### config.mk
export PLATFORM = sky130hd
export DESIGN_NAME = deserializator
export DESIGN_NICKNAME = d
export VERILOG_FILES = /design/src/rtl/deserializator.sv
export SDC_FILE = /design/constraint.sdc
export NUM_CORES = 1
export LEC_CHECK = 0
export CAP_MARGIN = 30
export CORE_UTILIZATION = 56
export CTS_BUF_LIST = sky130_fd_sc_hd__clkbuf_4 sky130_fd_sc_hd__clkbuf_8
export DETAILED_ROUTE_END_ITERATION = 8
export GPL_TIMING_DRIVEN = 0
export PLACE_DENSITY = 0.82
export SLEW_MARGIN = 10
export SYNTH_ARGS = -nofsm -noshare
export SYNTH_HDL_FRONTEND = slang
export SYNTH_SLANG_ARGS = --single-unit
### constraint.sdc
create_clock -name clk_i -period 2.6 [get_ports clk_i]
set_clock_uncertainty 0.15 [all_clocks]
set_input_delay 0.78 -clock clk_i [delete_from_list [all_inputs] [get_ports clk_i]]
set_output_delay 0.78 -clock clk_i [all_outputs]
set_load 0.02 [all_outputs]
### src/rtl/deserializator.sv
// Serial-to-parallel receiver: collects MSB-first frames of 1..DATA_W bits and
// emits each left-aligned word with its bit count; frames shorter than MIN_LEN are flagged.
module deserializator #(
  parameter int DATA_W  = 16,
  parameter int MOD_W   = $clog2(DATA_W),
  parameter int MIN_LEN = 3
) (
  input  logic              clk_i,
  input  logic              rst_i,
  input  logic              ser_data_i,
  input  logic              ser_data_val_i,
  output logic [DATA_W-1:0] deser_data_o,
  output logic [MOD_W-1:0]  deser_data_mod_o,
  output logic              deser_data_val_o,
  output logic              frame_err_o,
  output logic              busy_o
);

  localparam int CNT_W = $clog2(DATA_W + 1);

  typedef enum logic {
    IDLE,
    COLLECT
  } state_t;

  state_t             state, state_n;
  logic [DATA_W-1:0]  sh, sh_n;
  logic [CNT_W-1:0]   cnt, cnt_n;
  logic [DATA_W-1:0]  data_n;
  logic [MOD_W-1:0]   mod_n;
  logic               val_n, err_n;

  logic [DATA_W-1:0]  base;
  logic [DATA_W-1:0]  sh_cap;
  logic [CNT_W-1:0]   cnt_inc;

  always_ff @(posedge clk_i or posedge rst_i) begin
    if (rst_i) begin
      state            <= IDLE;
      sh               <= '0;
      cnt              <= '0;
      deser_data_o     <= '0;
      deser_data_mod_o <= '0;
      deser_data_val_o <= 1'b0;
      frame_err_o      <= 1'b0;
      busy_o           <= 1'b0;
    end else begin
      state            <= state_n;
      sh               <= sh_n;
      cnt              <= cnt_n;
      deser_data_o     <= data_n;
      deser_data_mod_o <= mod_n;
      deser_data_val_o <= val_n;
      frame_err_o      <= err_n;
      busy_o           <= (cnt_n != '0);
    end
  end

  always_comb begin
    state_n = state;
    sh_n    = sh;
    cnt_n   = cnt;
    data_n  = deser_data_o;
    mod_n   = deser_data_mod_o;
    val_n   = 1'b0;
    err_n   = 1'b0;

    // The first bit of a frame starts from a cleared register so short frames
    // come out with zeroed LSBs.
    base    = (state == IDLE) ? '0 : sh;
    sh_cap  = base | (DATA_W'(ser_data_i) << (CNT_W'(DATA_W - 1) - cnt));
    cnt_inc = cnt + CNT_W'(1);

    if (ser_data_val_i) begin
      if (cnt_inc == CNT_W'(DATA_W)) begin
        val_n   = 1'b1;
        data_n  = sh_cap;
        mod_n   = '0;
        sh_n    = sh_cap;
        cnt_n   = '0;
        state_n = IDLE;
      end else begin
        sh_n    = sh_cap;
        cnt_n   = cnt_inc;
        state_n = COLLECT;
      end
    end else if (state == COLLECT) begin
      if (cnt >= CNT_W'(MIN_LEN)) begin
        val_n  = 1'b1;
        data_n = sh;
        mod_n  = cnt[MOD_W-1:0];
      end else begin
        err_n  = 1'b1;
      end
      cnt_n   = '0;
      state_n = IDLE;
    end
  end

endmodule

==> results_dict.tcl <==
set metrics [dict create \
    via_per_inst 5.63 \
    layout_min_cycle_time_ns 2.44 \
    clk_latency_ns 0.36 \
    asyncSetResetFlopFracSynth 1.00 \
    synth.ff_latch_count 45 \
    synth_flop_cell "dfrtp_1" \
    start_kind "register" \
    holdPathEnd "sh[15]" \
    max_cap_violations 0 \
    switching_share 0.320 \
    drive_gt1_frac 0.175 \
    final_area_um2 2310 \
    drc 0 \
    min-delay-start "sh[15]" \
    r2r.worst_path.cells 7 \
    pin_count 27 \
    worst_slew_pin_slew_ns 0.459 \
    pre_cts_slack_ns 0.175 \
    grt_overflow_total 0 \
    worst_ep_required_time_ns 2.70 \
    timing_worst_setup_path_type "register to register" \
    r2r_end "deser_data_o[0]" \
    drt-pass1-iter-count 4 \
    grt_antenna_before_repair 0 \
    ys.warnings.count 0 \
    setup_buffers_after_cts 0 \
    synth.cell_area_um2 1920 \
    cp_max_fo 10 \
    syn_nets 166 \
    synthesis.instances 161 \
    worst_r2r_start "cnt[0]" \
    largest_net_degree_at_the_start_of_global_routing 31 \
    grt_util_all_layers 0.244 \
    routedWlPerCell_um 16.8 \
    cts_htree_levels 2 \
    place_inst 231 \
    tns_ns 0 \
    vias 1341 \
    placementRows 20 \
    setup_viol 0 \
    post_cts_hold_buffer_count 0 \
    setup.reg_to_reg.worst_slack_ns 0.16 \
    slowest_delay_ns 0.52 \
    max_clock_freq_mhz 409 \
    tritoncts "yes" \
    die_w_um 60.6 \
    port_buffers 25 \
    initial_core_util 0.610 \
    critical_path.endpoint_type "register" \
    power.leakage_nw 1.09 \
    final_min_period_over_clock_period 0.940 \
    worstPathCellList "ha_1, or4_4, o21ai_4, o22a_2, buf_6, buf_12, mux2_4" \
    sequential_fraction_of_design_power 0.486 \
    grt_setup_unrepaired "no" \
    finalHoldViolCount 0 \
    power_density_nw_per_um2 763 \
    timing.final.ws_setup_ns 0.156 \
    nets 199 \
    timing_max_transition_violations_final 0 \
    clkPwrFrac 0.197 \
    final_cell_count_no_fill 238 \
    gp_congestion 0.783 \
    number_of_enable_flip_flop_cells_after_synthesis 0 \
    ctsLongestPathBuffers 2 \
    route.final.wire_length_mm 4.00 \
    fp.dieH_um 60.6 \
    grt_first_pass_wirelength_mm 6.35 \
    die_area_um2 3670 \
    clk_pin_slew_worst_paths_ns 0.12 \
    numClockSinks 45 \
    final_antenna_net_count 0 \
    internal_power_w 0.00120 \
    synth_cell_types 38 \
    hold_removal_path_class "register to register" \
    cts_bufs_inserted 5 \
    syn-mean-instance-area_um2 12.0 \
    slew_headroom 0.694 \
    floorplan.core_area_um2 3150 \
    dr.first_iter.drc_count 61 \
    detailed_place.area_um2 2250 \
    post_cts.resized_instances 0 \
    dp_hpwl_mm 2.87 \
    hold_depth 2 \
    areaGrowthSynthToFinish_pct 20.0 \
    grt_pass1_vias 1327 \
    timing.critical_path.arrival_ns 2.55 \
    diodes 0 \
    synth-seq-area-share 0.585 \
    vdd_ir_drop_max_v 0.000426 \
    pwr-share-comb 0.317 \
    net-switching-power_w 0.000563 \
    slowest_stage "or4_4" \
    status "completed" \
    clk_root_buffer_cell "clkbuf_4" \
]
-- power groups by stage --
stage	Clock, W	Combinational, W	Sequential (W)
2_1_floorplan	0	0.000249	0.000954
3_3_place_gp	0	0.000534	0.000862
3_5_place_dp	0	0.000558	0.000870
4_1_cts	0.000353	0.000561	0.000855
5_1_grt	0.000376	0.000595	0.000866
6_report	0.000346	0.000559	0.000856
-- cell usage after synthesis (2+ instances only) --
cell      instances  area (µm²)
o22ai_1           2        12.5
mux2_2            9         101
mux2_4            7         105
o21ai_0          18        90.1
nor2b_1           3        18.8
dfrtp_1          45        1130
a22o_1            2        17.5
nand3b_1          2        15.0
inv_1             7        26.3
nand3_1           5        25.0
a22oi_1           2        15.0
mux2i_1           2        20.0
nor2_1            2        7.51
nand2b_1          2        12.5
nor3b_1           3        22.5
buf_6             2        22.5
buf_2             2        10.0
nand2_1          23        86.3
clkbuf_1          4        15.0
-- placed cells by master (no fill, tap or decap), types with 4 or more instances in the layout --
cell type and instances:
clkbuf_1 4, clkbuf_4 5, clkdlybuf4s50_1 25, dfrtp_1 45
inv_1 6, mux2_2 9, mux2_4 7, nand2_1 23
nand3_1 5, o21ai_0 18
-- area by class of cell --
type	instances	area, µm²
fill	228	845
multi-input combinational	99	699
sequential	45	1130
tap	44	55.1
buffer	10	72.6
clock buffer	6	51.3
timing repair buffer	26	270
inverter	7	26.3
clock inverter	1	7.51
-- worst max path at each step --
stage	slack [ns]	from	cells after the start	to
final	0.16	cnt[0]	7	deser_data_o[0]
after global routing	0.10	cnt[0]	7	deser_data_o[0]
after CTS	0.17	cnt[0]	7	deser_data_o[0]
after detailed placement	0.18	cnt[0]	7	deser_data_o[0]
after global placement	-0.17	rst_i	2	deser_data_o[10]
after floorplan	0.34	cnt[0]	7	deser_data_o[0]
-- critical path: cells and delay by family, from the launching register on --
kind,cells,cell delay (ns)
AO/OA/AOI/OAI,2,0.38
adder cells (fa/ha/maj),1,0.27
buffers and inverters,2,0.30
AND/OR/NAND/NOR,1,0.52
flip-flops,1,0.41
multiplexers,1,0.30
-- metal layers --
layer,vias up,global-route usage,wire length (µm)
met5,-,0,0
met4,0,0.0942,54
met3,7,0.0576,213
met2,54,0.405,2040
met1,666,0.313,1690
li1,614,-,-
-- stage by stage --
| step | utilization | total power (W) | hold WS [ns] |
|---|---|---|---|
| after floorplan | - | 0.00120 | 0.302 |
| after global placement | 0.707 | 0.00140 | 0.320 |
| after detailed placement | 0.713 | 0.00143 | 0.328 |
| after CTS | 0.732 | 0.00177 | 0.358 |
| after global routing | 0.732 | 0.00184 | 0.385 |
| final | 0.732 | 0.00176 | 0.357 |
-- sequential cells by signal, summed over array words and instances (netlist names) --
signal and flops:
deser_data_mod_o 4, cnt 5, sh 16, state 1, deser_data_o 16, busy_o 1, deser_data_val_o 1, frame_err_o 1
-- kinds of logic (layout without fill, tap and decap cells) --
| family | after synthesis | count (layout) | share of synthesized area |
|---|---|---|---|
| simple gates | 46 | 46 | 0.124 |
| flops | 45 | 45 | 0.585 |
| xor+xnor | 2 | 2 | 0.00910 |
| mux | 18 | 18 | 0.118 |
| buf+inv | 17 | 50 | 0.0514 |
| compound gates | 32 | 32 | 0.107 |
| fa+ha+maj | 1 | 1 | 0.00650 |
(Power assumes the default switching activity.)
